==> config.mk <==
export PLATFORM = sky130hd
export DESIGN_NAME = wb_arbiter_flat
export DESIGN_NICKNAME = d
export VERILOG_FILES = /design/src/rtl/wb_arbiter_pkg.sv /design/src/rtl/wb_arbiter_if.sv /design/src/rtl/wb_arbiter_fifo.sv /design/src/rtl/wb_arbiter.sv /design/src/flat_wrapper.sv
export SDC_FILE = /design/constraint.sdc
export NUM_CORES = 1
export LEC_CHECK = 0
export ABC_AREA = 1
export ABC_CLOCK_PERIOD_IN_PS = 1850
export CAP_MARGIN = 20
export CELL_PAD_IN_SITES_DETAIL_PLACEMENT = 0
export CELL_PAD_IN_SITES_GLOBAL_PLACEMENT = 1
export CORE_MARGIN = 3
export CORE_UTILIZATION = 39
export CTS_CLUSTER_DIAMETER = 60
export DETAILED_ROUTE_END_ITERATION = 7
export PLACE_DENSITY_LB_ADDON = 0.05
export SKIP_LAST_GASP = 1
export SYNTH_ARGS = -nofsm -noshare
export SYNTH_HDL_FRONTEND = slang
export SYNTH_SLANG_ARGS = --single-unit
==> constraint.sdc <==
create_clock -name clk -period 1.85 [get_ports clk]
set_input_delay 0.37 -clock clk [delete_from_list [all_inputs] [get_ports clk]]
set_output_delay 0.37 -clock clk [all_outputs]
set_load 0.01 [all_outputs]
==> src/rtl/wb_arbiter_pkg.sv <==
// Shared widths and payload types for the writeback arbiter slice.
package cpu_wb_pkg;

    localparam int unsigned DATA_W = 32;
    localparam int unsigned ADDR_W = 5;
    localparam int unsigned NREGS  = 32'd1 << ADDR_W;

    // One queued MDU result; live=0 marks an entry to drop without writing.
    typedef struct packed {
        logic              live;
        logic [ADDR_W-1:0] waddr;
        logic [DATA_W-1:0] wdata;
    } wb_entry_t;

    // A candidate register-file write.
    typedef struct packed {
        logic              valid;
        logic [ADDR_W-1:0] waddr;
        logic [DATA_W-1:0] wdata;
    } wb_req_t;

endpackage

==> src/rtl/wb_arbiter_if.sv <==
// Producer/register-file side bundle of the writeback arbiter.
interface wb_arbiter_if;
    import cpu_wb_pkg::*;

    logic              alu_valid;
    logic [ADDR_W-1:0] alu_waddr;
    logic [DATA_W-1:0] alu_wdata;
    logic              mdu_valid;
    logic              mdu_ready;
    logic [ADDR_W-1:0] mdu_waddr;
    logic [DATA_W-1:0] mdu_wdata;
    logic              rf_we;
    logic [ADDR_W-1:0] rf_waddr;
    logic [DATA_W-1:0] rf_wdata;
    logic [NREGS-1:0]  pending;
    logic              alu_stall;

    modport slave (
        input  alu_valid, alu_waddr, alu_wdata,
        input  mdu_valid, mdu_waddr, mdu_wdata,
        output mdu_ready,
        output rf_we, rf_waddr, rf_wdata,
        output pending, alu_stall
    );

    modport master (
        output alu_valid, alu_waddr, alu_wdata,
        output mdu_valid, mdu_waddr, mdu_wdata,
        input  mdu_ready,
        input  rf_we, rf_waddr, rf_wdata,
        input  pending, alu_stall
    );

endinterface

==> src/rtl/wb_arbiter_fifo.sv <==
// In-order MDU result queue with kill-by-address and a live-destination vector.
module wb_fifo
    import cpu_wb_pkg::*;
#(
    parameter int unsigned QDEPTH = 4
) (
    input  logic              clk,
    input  logic              rst,
    input  logic              push,
    input  wb_entry_t         push_entry,
    input  logic              pop,
    input  logic              kill_valid,
    input  logic [ADDR_W-1:0] kill_addr,
    output wb_entry_t         head,
    output logic              empty,
    output logic              full,
    output logic [NREGS-1:0]  live_vec
);

    localparam int unsigned IDX_W = $clog2(QDEPTH);
    localparam int unsigned PTR_W = IDX_W + 1;

    wb_entry_t          mem_q [QDEPTH];
    wb_entry_t          mem_d [QDEPTH];
    logic [PTR_W-1:0]   wr_ptr_q, wr_ptr_d;
    logic [PTR_W-1:0]   rd_ptr_q, rd_ptr_d;

    assign empty = (wr_ptr_q == rd_ptr_q);
    assign full  = (wr_ptr_q[IDX_W] != rd_ptr_q[IDX_W]) &&
                   (wr_ptr_q[IDX_W-1:0] == rd_ptr_q[IDX_W-1:0]);
    assign head  = mem_q[rd_ptr_q[IDX_W-1:0]];

    // Next queue state: kill matching entries, retire head, append new entry.
    always_comb begin
        mem_d    = mem_q;
        wr_ptr_d = wr_ptr_q;
        rd_ptr_d = rd_ptr_q;
        if (kill_valid) begin
            for (int unsigned i = 0; i < QDEPTH; i++) begin
                if (mem_q[IDX_W'(i)].waddr == kill_addr) begin
                    mem_d[IDX_W'(i)].live = 1'b0;
                end
            end
        end
        // Popped slots are marked dead so live_vec can scan every slot.
        if (pop && !empty) begin
            mem_d[rd_ptr_q[IDX_W-1:0]].live = 1'b0;
            rd_ptr_d = rd_ptr_q + PTR_W'(1);
        end
        if (push && !full) begin
            mem_d[wr_ptr_q[IDX_W-1:0]] = push_entry;
            wr_ptr_d = wr_ptr_q + PTR_W'(1);
        end
    end

    // Queue storage and pointers.
    always_ff @(posedge clk) begin
        if (rst) begin
            wr_ptr_q <= '0;
            rd_ptr_q <= '0;
            for (int unsigned i = 0; i < QDEPTH; i++) begin
                mem_q[IDX_W'(i)] <= '0;
            end
        end else begin
            wr_ptr_q <= wr_ptr_d;
            rd_ptr_q <= rd_ptr_d;
            for (int unsigned i = 0; i < QDEPTH; i++) begin
                mem_q[IDX_W'(i)] <= mem_d[IDX_W'(i)];
            end
        end
    end

    // Destination decode of every live slot; register 0 never reported.
    always_comb begin
        live_vec = '0;
        for (int unsigned i = 0; i < QDEPTH; i++) begin
            if (mem_q[IDX_W'(i)].live) begin
                live_vec[mem_q[IDX_W'(i)].waddr] = 1'b1;
            end
        end
        live_vec[0] = 1'b0;
    end

endmodule

==> src/rtl/wb_arbiter.sv <==
// Writeback arbiter: merges ALU and queued MDU results into one registered
// register-file write per cycle and tracks pending MDU destinations.
// Optional macro WB_STARVE_GUARD_EN adds an ALU stall pulse that lets a
// starved MDU queue head drain.
module wb_arbiter
    import cpu_wb_pkg::*;
#(
    parameter int unsigned QDEPTH = 4
) (
    input  logic         clk,
    input  logic         rst,
    wb_arbiter_if.slave  bus
);

    wb_entry_t          fifo_head;
    wb_entry_t          push_entry;
    logic               fifo_empty;
    logic               fifo_full;
    logic               fifo_push;
    logic               fifo_pop;
    logic [NREGS-1:0]   live_vec;
    logic               mdu_ready_c;
    logic               head_live;
    logic               head_dead;
    logic               mdu_issue;
    wb_req_t            alu_req;
    wb_req_t            sel_req;

    logic               rf_we_q, rf_we_d;
    logic [ADDR_W-1:0]  rf_waddr_q, rf_waddr_d;
    logic [DATA_W-1:0]  rf_wdata_q, rf_wdata_d;

    assign mdu_ready_c = !rst && !fifo_full;

    wb_fifo #(.QDEPTH(QDEPTH)) u_fifo (
        .clk        (clk),
        .rst        (rst),
        .push       (fifo_push),
        .push_entry (push_entry),
        .pop        (fifo_pop),
        .kill_valid (alu_req.valid),
        .kill_addr  (bus.alu_waddr),
        .head       (fifo_head),
        .empty      (fifo_empty),
        .full       (fifo_full),
        .live_vec   (live_vec)
    );

    // Arbitration: ALU first, then a live head; dead heads always retire.
    always_comb begin
        alu_req.valid = bus.alu_valid && (bus.alu_waddr != '0);
        alu_req.waddr = bus.alu_waddr;
        alu_req.wdata = bus.alu_wdata;

        head_live = !fifo_empty && fifo_head.live;
        head_dead = !fifo_empty && !fifo_head.live;
        mdu_issue = !alu_req.valid && head_live;
        fifo_pop  = mdu_issue || head_dead;
        fifo_push = bus.mdu_valid && mdu_ready_c;

        // A same-cycle ALU write to the same register is younger: drop MDU.
        push_entry.live  = (bus.mdu_waddr != '0) &&
                           !(alu_req.valid && (bus.alu_waddr == bus.mdu_waddr));
        push_entry.waddr = bus.mdu_waddr;
        push_entry.wdata = bus.mdu_wdata;

        sel_req = alu_req;
        if (!alu_req.valid) begin
            sel_req.valid = mdu_issue;
            sel_req.waddr = fifo_head.waddr;
            sel_req.wdata = fifo_head.wdata;
        end
    end

    // Output register next state; address/data hold when idle.
    always_comb begin
        rf_we_d    = sel_req.valid;
        rf_waddr_d = rf_waddr_q;
        rf_wdata_d = rf_wdata_q;
        if (sel_req.valid) begin
            rf_waddr_d = sel_req.waddr;
            rf_wdata_d = sel_req.wdata;
        end
    end

    // Register-file write port register.
    always_ff @(posedge clk) begin
        if (rst) begin
            rf_we_q    <= 1'b0;
            rf_waddr_q <= '0;
            rf_wdata_q <= '0;
        end else begin
            rf_we_q    <= rf_we_d;
            rf_waddr_q <= rf_waddr_d;
            rf_wdata_q <= rf_wdata_d;
        end
    end

    assign bus.mdu_ready = mdu_ready_c;
    assign bus.rf_we     = rf_we_q;
    assign bus.rf_waddr  = rf_waddr_q;
    assign bus.rf_wdata  = rf_wdata_q;
    assign bus.pending   = live_vec;

`ifdef WB_STARVE_GUARD_EN
    logic [2:0] starve_cnt_q, starve_cnt_d;
    logic       alu_stall_q, alu_stall_d;

    // Count cycles a live head loses to the ALU; the 7th raises a stall pulse.
    always_comb begin
        starve_cnt_d = starve_cnt_q;
        alu_stall_d  = 1'b0;
        if (fifo_pop) begin
            starve_cnt_d = '0;
        end else if (alu_req.valid && head_live) begin
            if (starve_cnt_q == 3'd6) begin
                starve_cnt_d = '0;
                alu_stall_d  = 1'b1;
            end else begin
                starve_cnt_d = starve_cnt_q + 3'd1;
            end
        end
    end

    // Starvation counter and stall pulse register.
    always_ff @(posedge clk) begin
        if (rst) begin
            starve_cnt_q <= '0;
            alu_stall_q  <= 1'b0;
        end else begin
            starve_cnt_q <= starve_cnt_d;
            alu_stall_q  <= alu_stall_d;
        end
    end

    assign bus.alu_stall = alu_stall_q;
`else
    assign bus.alu_stall = 1'b0;
`endif

endmodule

==> src/flat_wrapper.sv <==
// flat-port wrapper written by rule: the top's interface ports become plain ports
module wb_arbiter_flat import cpu_wb_pkg::*;
#(
    parameter int unsigned QDEPTH = 4
)
  (clk, rst, bus_alu_valid, bus_alu_waddr, bus_alu_wdata, bus_mdu_valid, bus_mdu_waddr, bus_mdu_wdata, bus_mdu_ready, bus_rf_we, bus_rf_waddr, bus_rf_wdata, bus_pending, bus_alu_stall);
  wb_arbiter_if bus_i ();
  input  logic clk;
  input  logic rst;
  input wire logic [$bits(bus_i.alu_valid)-1:0] bus_alu_valid;
  input wire logic [$bits(bus_i.alu_waddr)-1:0] bus_alu_waddr;
  input wire logic [$bits(bus_i.alu_wdata)-1:0] bus_alu_wdata;
  input wire logic [$bits(bus_i.mdu_valid)-1:0] bus_mdu_valid;
  input wire logic [$bits(bus_i.mdu_waddr)-1:0] bus_mdu_waddr;
  input wire logic [$bits(bus_i.mdu_wdata)-1:0] bus_mdu_wdata;
  output wire logic [$bits(bus_i.mdu_ready)-1:0] bus_mdu_ready;
  output wire logic [$bits(bus_i.rf_we)-1:0] bus_rf_we;
  output wire logic [$bits(bus_i.rf_waddr)-1:0] bus_rf_waddr;
  output wire logic [$bits(bus_i.rf_wdata)-1:0] bus_rf_wdata;
  output wire logic [$bits(bus_i.pending)-1:0] bus_pending;
  output wire logic [$bits(bus_i.alu_stall)-1:0] bus_alu_stall;
  assign bus_i.alu_valid = bus_alu_valid;
  assign bus_i.alu_waddr = bus_alu_waddr;
  assign bus_i.alu_wdata = bus_alu_wdata;
  assign bus_i.mdu_valid = bus_mdu_valid;
  assign bus_i.mdu_waddr = bus_mdu_waddr;
  assign bus_i.mdu_wdata = bus_mdu_wdata;
  assign bus_mdu_ready = bus_i.mdu_ready;
  assign bus_rf_we = bus_i.rf_we;
  assign bus_rf_waddr = bus_i.rf_waddr;
  assign bus_rf_wdata = bus_i.rf_wdata;
  assign bus_pending = bus_i.pending;
  assign bus_alu_stall = bus_i.alu_stall;
  wb_arbiter #(.QDEPTH(QDEPTH)) u_core (.clk(clk), .rst(rst), .bus(bus_i));
endmodule
==> results.yml, run 1 <==
route:
  firstDrtPassIters: 6
  drcViolationCount: 0
  drt_iter0_drc: 901
  vias: 10500
  wl_per_cell_um: 17.37
  wirelength_um: 34720
  drtAntennaViolNets: 0
  viasPerCell: 5.250
critical_path:
  critical_path.max_fanout: 4
  required_ns: 1.48
  worstSetupPathType: "reg -> out"
  cp-end-kind: "primary output"
  start_kind: "flop"
  crit_arrival_ns: 1.61
finish:
  antenna_cells: 0
  finalInstanceArea_um2: 13650
  drive_above_1_share: 0.2203
  final_cell_mix: "nor2_1, o21ai_0, dfxtp_1, nand2_1, clkdlybuf4s50_1"
  layout_commonest_cell: "nor2_1"
  fin_util: 0.5532
  layout.nets: 1748
  area_growth_pct: 37.76
  n_fill_cell: 2435
sta:
  setup_tns_ns: -2.346
  slew_violations: 0
  setup_ws_ns: -0.1301
  fin_skew_ns: 0.01708
  rsz0062_at_grt: "yes"
  setup_viol: 31
  period_needed_ns: 1.980
  hold_viol: 0
  period_share: 1.070
  fmax_ghz: 0.5050
logic_synthesis:
  synth_top_area_share: 0.3960
  yosysSeqAreaShare: 0.3960
  ys_ff_latch: 196
  ys_warn_count: 0
  synth_top_flop_cell: "dfxtp_1"
  async_flop_share: 0
  synth_area_leaders: "dfxtp_1, nor2_1, o21ai_0, nand2_1, o221ai_1"
  synth_edf_count: 0
  synthCells: 1469
  synth_largest_area_cell: "dfxtp_1"
  syn-mean-instance-area_um2: 6.746
  synth_area_um2: 9910
  synth.distinct_cells: 30
global_route:
  grt_pass1_vias: 10090
  grt_pass1_wl_um: 54220
  grt.overflow.total: 0
  antenna_found_initial: 0
  grt_use_total: 0.2508
  grt_max_degree: 76
status:
  status: "complete, but fails checks"
  violations: "negative setup slack"
power_and_ir_drop:
  power_mw: 13.40
  p_leak_nw: 5.805
  powerDensity_nw_per_um2: 981.5
  peakVddDrop_uv: 651.0
clock_network:
  htreeDepth: 4
  cts.reportedPaths.clkPinSlew_ns: 0.07
  clockBufferDepth: 2
  clkLatencyLatePin_ns: 0.44
  hold_buffers: 0
  cts_root_buffer: "clkbuf_16"
  cts_num_sinks: 196
  cts_tree: "built"
  cts_buffers: 17
floorplan:
  core_um2: 24680
  dieWidth_um: 165.4
  initial_utilization: 0.4016
  die_h_um: 165.4
  io_pins: 150
  die_area_um2: 27360
  rows: 57
placement:
  place_ws_ns: -0.3426
  place_area_um2: 12370
  port_buffers: 147
  routabilityCongestion: 0.9122
  dpl.hpwl_um: 22680
run:
  cap_violations: 0
worst_hold_path:
  hold_path.class: "reg -> reg"
==> layer usage <==
layer  track usage  vias up  share of wire
li1              -     5244              -
met1        0.3360     4877           0.45
met2        0.4180      315           0.47
met3       0.03966       59          0.052
met4       0.07297        0          0.023
met5             0        -              0
==> final timing paths <==
path / start / end / slack, ns / cells after the start
setup / recovery: u_core.u_fifo.mem_q[34] / bus_pending[10] / -0.13 / 6
hold reg to reg: u_core.bus.rf_waddr[2] / u_core.bus.rf_waddr[2] / 0.50 / 2
setup reg to reg: u_core.u_fifo.rd_ptr_q[0] / u_core.bus.rf_waddr[3] / 0.10 / 9
hold / removal: u_core.bus.rf_waddr[2] / u_core.bus.rf_waddr[2] / 0.50 / 2
==> cell type report <==
cell class / instances / area, um2 / share of cell area
inverters: 58 / 245.2 / 0.01796
clock inverters: 14 / 185.2 / 0.01356
multi-input cells: 1110 / 5784 / 0.4237
clock buffers: 18 / 439.2 / 0.03217
well taps: 324 / 405.4 / 0.02969
flip-flops and latches: 196 / 3985 / 0.2919
repair buffers: 279 / 2608 / 0.1910
==> critical path: stages (launching register included) <==
cell	delay [ns]
dfxtp_4	0.38
buf_6	0.13
nor3_4	0.24
buf_4	0.16
a21oi_2	0.05
o221ai_2	0.05
buf_2	0.16
==> stage by stage <==
step / instances / hold slack (ns)
after detailed placement: 1955 / 0.4838
after floorplan: 1470 / 0.4391
after global placement: 1955 / 0.4709
after global routing: 1999 / 0.5172
after CTS: 1995 / 0.5033
final: 1999 / 0.4958
==> kinds of logic (layout without fill, tap and decap cells) <==
| group | count (synthesis) | after routing | share of synthesized area |
|---|---|---|---|
| other cells | 1 | 2 | 0.0003784 |
| buf+inv | 164 | 369 | 0.07740 |
| fa+ha+maj | 8 | 8 | 0.01010 |
| xor+xnor | 21 | 21 | 0.01856 |
| flops | 196 | 196 | 0.3960 |
| simple gates | 697 | 697 | 0.2825 |
| compound gates | 382 | 382 | 0.2152 |
==> what timing repair did <==
item / in CTS / in global routing
gates resized for setup: 239 / 85
setup buffers: 9 / 5
cloned: 0 / 0
pin swaps: 22 / 20
endpoints found under the setup margin: 33 / 57
==> cells in the mapped netlist (5+ instances only) <==
cell type and count:
nor2_1 449, o21ai_0 241, dfxtp_1 196, nand2_1 159
clkbuf_1 54, inv_1 51, nand3_1 47, a21oi_1 36
o22ai_1 34, o221ai_1 31, buf_2 29, o21ai_1 23
nor2_2 20, o22a_1 15, nor3_1 14, xnor2_1 13
buf_6 11, ha_1 8, xor2_1 8, buf_4 7
inv_2 7, clkbuf_2 5
==> power breakdown <==
| group | internal, mW | leakage, nW | switching [mW] | total [mW] |
|---|---|---|---|---|
| logic | 1.89 | 3.89 | 2.78 | 4.67 |
| registers | 4.60 | 1.61 | 0.272 | 4.87 |
| clock network | 1.98 | 0.302 | 1.87 | 3.85 |
==> sequential cells by signal (all words and copies together), names as in the netlist <==
signal	count
u_core.u_fifo.wr_ptr_q	3
u_core.bus.rf_wdata	32
u_core.u_fifo.rd_ptr_q	3
u_core.bus.rf_we	1
u_core.bus.rf_waddr	5
u_core.u_fifo.mem_q	152
(Power assumes the default switching activity.)
==> run 2, diff against run 1 <==
Settings changed: CTS_CLUSTER_DIAMETER 60 to unset.
==> results of run 2 <==
No change in the layout: final DEF, timing and power equal those of run 1.
==> run 3, diff against run 2 <==
Settings changed: ABC_CLOCK_PERIOD_IN_PS 1850 to 2100.
Clock period 1.85 ns to 2.1 ns, I/O delays scaled along.
==> results.yml, run 3 (synthesis gave the netlist of run 1 again) <==
sta:
  setup_ws_ns: -0.008504
  max_slew_margin: 0.5563
  period_needed_ns: 2.109
  fmax_ghz: 0.4743
  setup_viol: 1
  rsz0062_at_grt: "yes"
  slew_violations: 0
  tightest_slew_ns: 0.6656
  hold_viol: 0
  period_share: 1.004
  fin_skew_ns: 0.01595
finish:
  antenna_cells: 0
  layout.nets: 1726
  drive_above_1_share: 0.1754
  largest-register: "u_core.u_fifo.mem_q"
  final_cell_mix: "nor2_1, o21ai_0, dfxtp_1, nand2_1, clkdlybuf4s50_1"
  layout_commonest_cell: "nor2_1"
  largest_reg_flops: 152
  area_growth_pct: 31.00
global_route:
  grt.overflow.total: 0
  grt_pass1_wl_um: 53710
  grt_use_total: 0.2473
  grt_max_degree: 157
  grt_pass1_vias: 9872
  antenna_found_initial: 0
critical_path:
  start_kind: "flop"
  crit_cells: 5
  cp-end-kind: "primary output"
  crit_path_max_incr_delay_ns: 0.38
  required_ns: 1.68
  reg2reg_depth: 9
  worstSetupPathType: "reg -> out"
  slowest_stage: "dfxtp_4"
  critical_path.max_fanout: 5
  crit_family: "buffers and inverters"
  crit_arrival_ns: 1.69
  crit_buf_inv: 2
  cp_cell_sequence: "inv_2, nand3_2, o22a_1, o221ai_1, dlygate4sd2_1"
status:
  status: "complete, but fails checks"
  violations: "negative setup slack"
worst_hold_path:
  hold_path.class: "reg -> reg"
  hold_path_depth: 2
placement:
  place_ws_ns: -0.01346
  routabilityCongestion: 0.9136
  port_buffers: 147
  dpl.hpwl_um: 22220
floorplan:
  die_h_um: 165.4
  die_area_um2: 27360
  io_pins: 150
  rows: 57
  initial_utilization: 0.4016
  dieWidth_um: 165.4
  core_um2: 24680
route:
  drcViolationCount: 0
  drt_iter0_drc: 1049
  wl_per_cell_um: 17.35
  drtAntennaViolNets: 0
  firstDrtPassIters: 7
  vias: 10440
  viasPerCell: 5.280
  wirelength_um: 34300
clock_network:
  cts_tree: "built"
  htreeDepth: 4
  clockBufferDepth: 2
  cts_num_sinks: 196
  cts.reportedPaths.clkPinSlew_ns: 0.07
  cts_root_buffer: "clkbuf_16"
  cts_buffers: 17
  clkLatencyLatePin_ns: 0.44
  hold_buffers: 0
power_and_ir_drop:
  internal_power_mw: 7.332
  clkPwrFrac: 0.287
  power_mw: 11.63
  powerDensity_nw_per_um2: 896.1
  swShare: 0.3697
  peakVddDrop_uv: 447.4
  combPwrFrac: 0.345
  p_sw_mw: 4.300
  seq_power_share: 0.367
  p_leak_nw: 5.554
run:
  cap_violations: 0
## run 3: cell types whose count changed in the layout (fill, tap and decap cells not counted), sizes merged, moves of 2 or more
cell / delta
inv: +2
clkinv: -4
clkbuf: +9
buf: -33
dlygate4sd2: +2
clkinvlp: +2
## run 3: power by group through the flow
stage	registers, mW	clock network, mW	logic (mW)
after floorplan	4.38	0	2.30
after global placement	4.38	0	3.91
after detailed placement	4.36	0	3.91
after CTS	4.27	3.42	4.01
after global routing	4.32	3.58	4.45
final	4.27	3.34	4.02
## run 3: area by class of cell
cell class              instances  area [um2]
clock buffers                  19       452.9
clock inverters                13       155.1
fillers                      2534       11700
inverters                      58       226.5
multi-input cells            1110        5455
flip-flops and latches        196        3979
well taps                     324       405.4
repair buffers                257        2307
## run 3: stage by stage
stage	util	hold slack [ns]	cells	setup TNS [ns]	area, um2
6_report	0.5261	0.4980	1977	-0.008504	12980
5_1_grt	0.5261	0.5335	1977	-0.7546	12980
4_1_cts	0.5203	0.5050	1968	-0.09182	12840
3_5_place_dp	0.4903	0.4830	1930	-0.07229	12100
3_3_place_gp	0.4903	0.4708	1930	0	12100
2_1_floorplan	-	0.4560	1470	0	9913
## run 3: worst min-delay path, delay by kind of cell (launching register included)
family	cells	cell delay, ns
simple gates	1	0.07
compound gates	1	0.05
flops	1	0.34
## run 3: layer usage
layer | GRT usage | wire length (um)
met1 | 0.3372 | 15460
met2 | 0.4055 | 15960
met3 | 0.03841 | 2046
met4 | 0.07183 | 828
met5 | 0 | 0
## run 3: repair_timing
action	4_1_cts	5_1_grt
gates resized for setup	157	57
pin swaps	5	10
endpoints found under the setup margin	32	30
setup buffers	6	9
## run 3: path summary, 6_finish.rpt
path                             startpoint                      to  slack [ns]
hold / removal       u_core.bus.rf_waddr[2]  u_core.bus.rf_waddr[2]        0.50
hold reg to reg      u_core.bus.rf_waddr[2]  u_core.bus.rf_waddr[2]        0.50
setup reg to reg  u_core.u_fifo.rd_ptr_q[0]  u_core.bus.rf_waddr[3]        0.24
setup / recovery    u_core.u_fifo.mem_q[34]         bus_pending[24]      -0.009
==> edit, RTL diff (flow settings as in run 1) <==
Take the reset off `rf_wdata_q` and load it in a clocked block of its own.
--- a/src/rtl/wb_arbiter.sv
+++ b/src/rtl/wb_arbiter.sv
@@ -90,3 +90,2 @@
             rf_waddr_q <= '0;
-            rf_wdata_q <= '0;
         end else begin
@@ -94,4 +93,7 @@
             rf_waddr_q <= rf_waddr_d;
-            rf_wdata_q <= rf_wdata_d;
         end
+    end
+
+    always_ff @(posedge clk) begin
+        rf_wdata_q <= rf_wdata_d;
     end
Function: changed (Yosys sat finds a counterexample within 4 cycles, from zero or initial values and one cycle with rst high).
==> edit against run 1 <==
  * The flow still finishes with violations (setup timing)
  * Die area is 1.2% lower
  * Routed wire length is 2.2% lower
  * Power shrank 2.3%
  * Setup slack better by 0.013 ns
  * Design area is 1.3% higher
  * Area after synthesis fell by 1.3%
  * Sequential power rose by 5.3%
  * Largest cell class unchanged
  * Sequential cell count stayed put
==> edit: results (changes against run 1) <==
outcome finished, violations left; failing checks setup timing; clk buf depth 2 (unchanged); r2r endpoint u_core.u_fifo.mem_q[0]$_SDFFE_PP0P_; met3 usage 0.0381 (-0.00154); Worst EP arrival ~1.6 ns; 1st-pass router iterations 5 (-1); Placer Congestion 0.919 (+0.77%); hpwl dp 21800 um (-4.1%); via-per-instance ratio 5.29 (+0.68%); largest net degree at the start of global routing 85 (+12%); Filler cells 2353 (-3.4%); setup ws final -0.117 ns (+0.0132 ns); post-synthesis compound-gate area fraction 0.201 (-0.0137); ranking of synthesized cells by area dfxtp_1, nor2_1, o21ai_0; Critical R2R Launch u_core.u_fifo.rd_ptr_q[1]$_SDFFE_PP0N_; Post-synth EDFFs 32 (+32); GRT met1 Usage 0.329 (-0.00734); Leak 5.66 nW (-2.4%); VDD IR max 0.000684 V (+5.0%); vias in the first global route 9855 (-2.3%); register area share after synthesis 0.434 (+0.0378); global routing usage on met2 0.418 (about the same); htree depth 4 (unchanged); Netlist cell types 31 (+3.3%); Tot GR Track Use 0.246 (-0.00475); async set-or-reset flop fraction in the synthesized netlist 0 (unchanged); Final Skew 0.0224 ns (+0.00534 ns); worst reg-to-reg path cell count 10 (+1); R2R Setup Slk 0.07 ns (-0.03 ns); Critical Path Fanout Max 6 (+2); Synth Area in XOR/XNOR 0.0196 (+0.00100); CTS Buf Count 17 (unchanged); wire length of the first global-routing pass 52800 um (-2.6%); routed wire length per instance 17.5 um (+0.80%); CP startpoint u_core.u_fifo.mem_q[73]$_SDFFE_PP0P_; adder-cell share of the synthesized area 0.0102 (+0.000129); setup violators final 31 (unchanged); layout cells sized above 1 0.248 (+0.0272); initial DRC count 767 (-15%); DP Worst Slack -0.307 ns (+0.0360 ns); main flop type after synthesis dfxtp_1
## edit: per-layer routing
layer	routed length, um	part of all wire
met1	15500	0.46
met2	16200	0.48
met3	1710	0.050
met4	587	0.017
met5	0	0
## edit: worst max-delay path, cell delays in order (launching register included)
cell        delay [ns]
dfxtp_4           0.40
clkinvlp_4        0.19
nand3_4           0.16
nor2_2            0.05
a21oi_2           0.10
o221ai_1          0.11
buf_2             0.16
## edit: what timing repair did
| item | CTS | global route |
|---|---|---|
| setup buffers | 14 | 20 |
| hold buffers | 0 | 0 |
| pin swaps | 24 | 17 |
| gates cloned | 0 | 3 |
| resized for setup | 276 | 64 |
| endpoints found under the setup margin | 32 | 44 |
## edit: where the power goes
group          switching, mW  internal (mW)  total (mW)
registers              0.258           4.87        5.13
clock network           1.82           1.79        3.61
logic                   2.53           1.83        4.36
total                   4.61           8.49        13.1
## edit: metrics by stage
step	utilization	instances	setup TNS, ns	instance area (um2)	hold WS (ns)
after floorplan	-	1364	0	9790	0.439
after global placement	0.507	1873	-18.36	12400	0.450
after detailed placement	0.507	1873	-21.35	12400	0.461
after CTS	0.547	1917	-1.74	13400	0.474
after global routing	0.565	1940	-4.24	13800	0.479
final	0.565	1940	-1.84	13800	0.470
## edit: worst min-delay path by stage
stage | to | slack [ns] | cells past startpoint
after floorplan | u_core.bus.rf_waddr[2]$_SDFFE_PP0P_ | 0.44 | 1
after global placement | u_core.bus.rf_waddr[2]$_SDFFE_PP0P_ | 0.45 | 2
final | u_core.bus.rf_waddr[2]$_SDFFE_PP0P_ | 0.47 | 2
after detailed placement | u_core.bus.rf_waddr[2]$_SDFFE_PP0P_ | 0.46 | 2
after CTS | u_core.bus.rf_waddr[2]$_SDFFE_PP0P_ | 0.47 | 2
after global routing | u_core.bus.rf_waddr[2]$_SDFFE_PP0P_ | 0.48 | 2
## edit: cells by family (layout without fill, tap and decap cells)
logic type,after synthesis,after routing
compound gates,350,350
xor+xnor,21,21
fa+ha+maj,8,8
buf+inv,153,405
flops,196,196
other cells,1,2
simple gates,634,634
## edit: final cells by class
cell class                 instances  share of cell area
tap                              324              0.0293
inverter                          59              0.0192
clock buffer                      18              0.0310
timing repair buffer             314               0.212
clock inverter                    14             0.00986
sequential                       196               0.314
multi-input combinational       1015               0.385
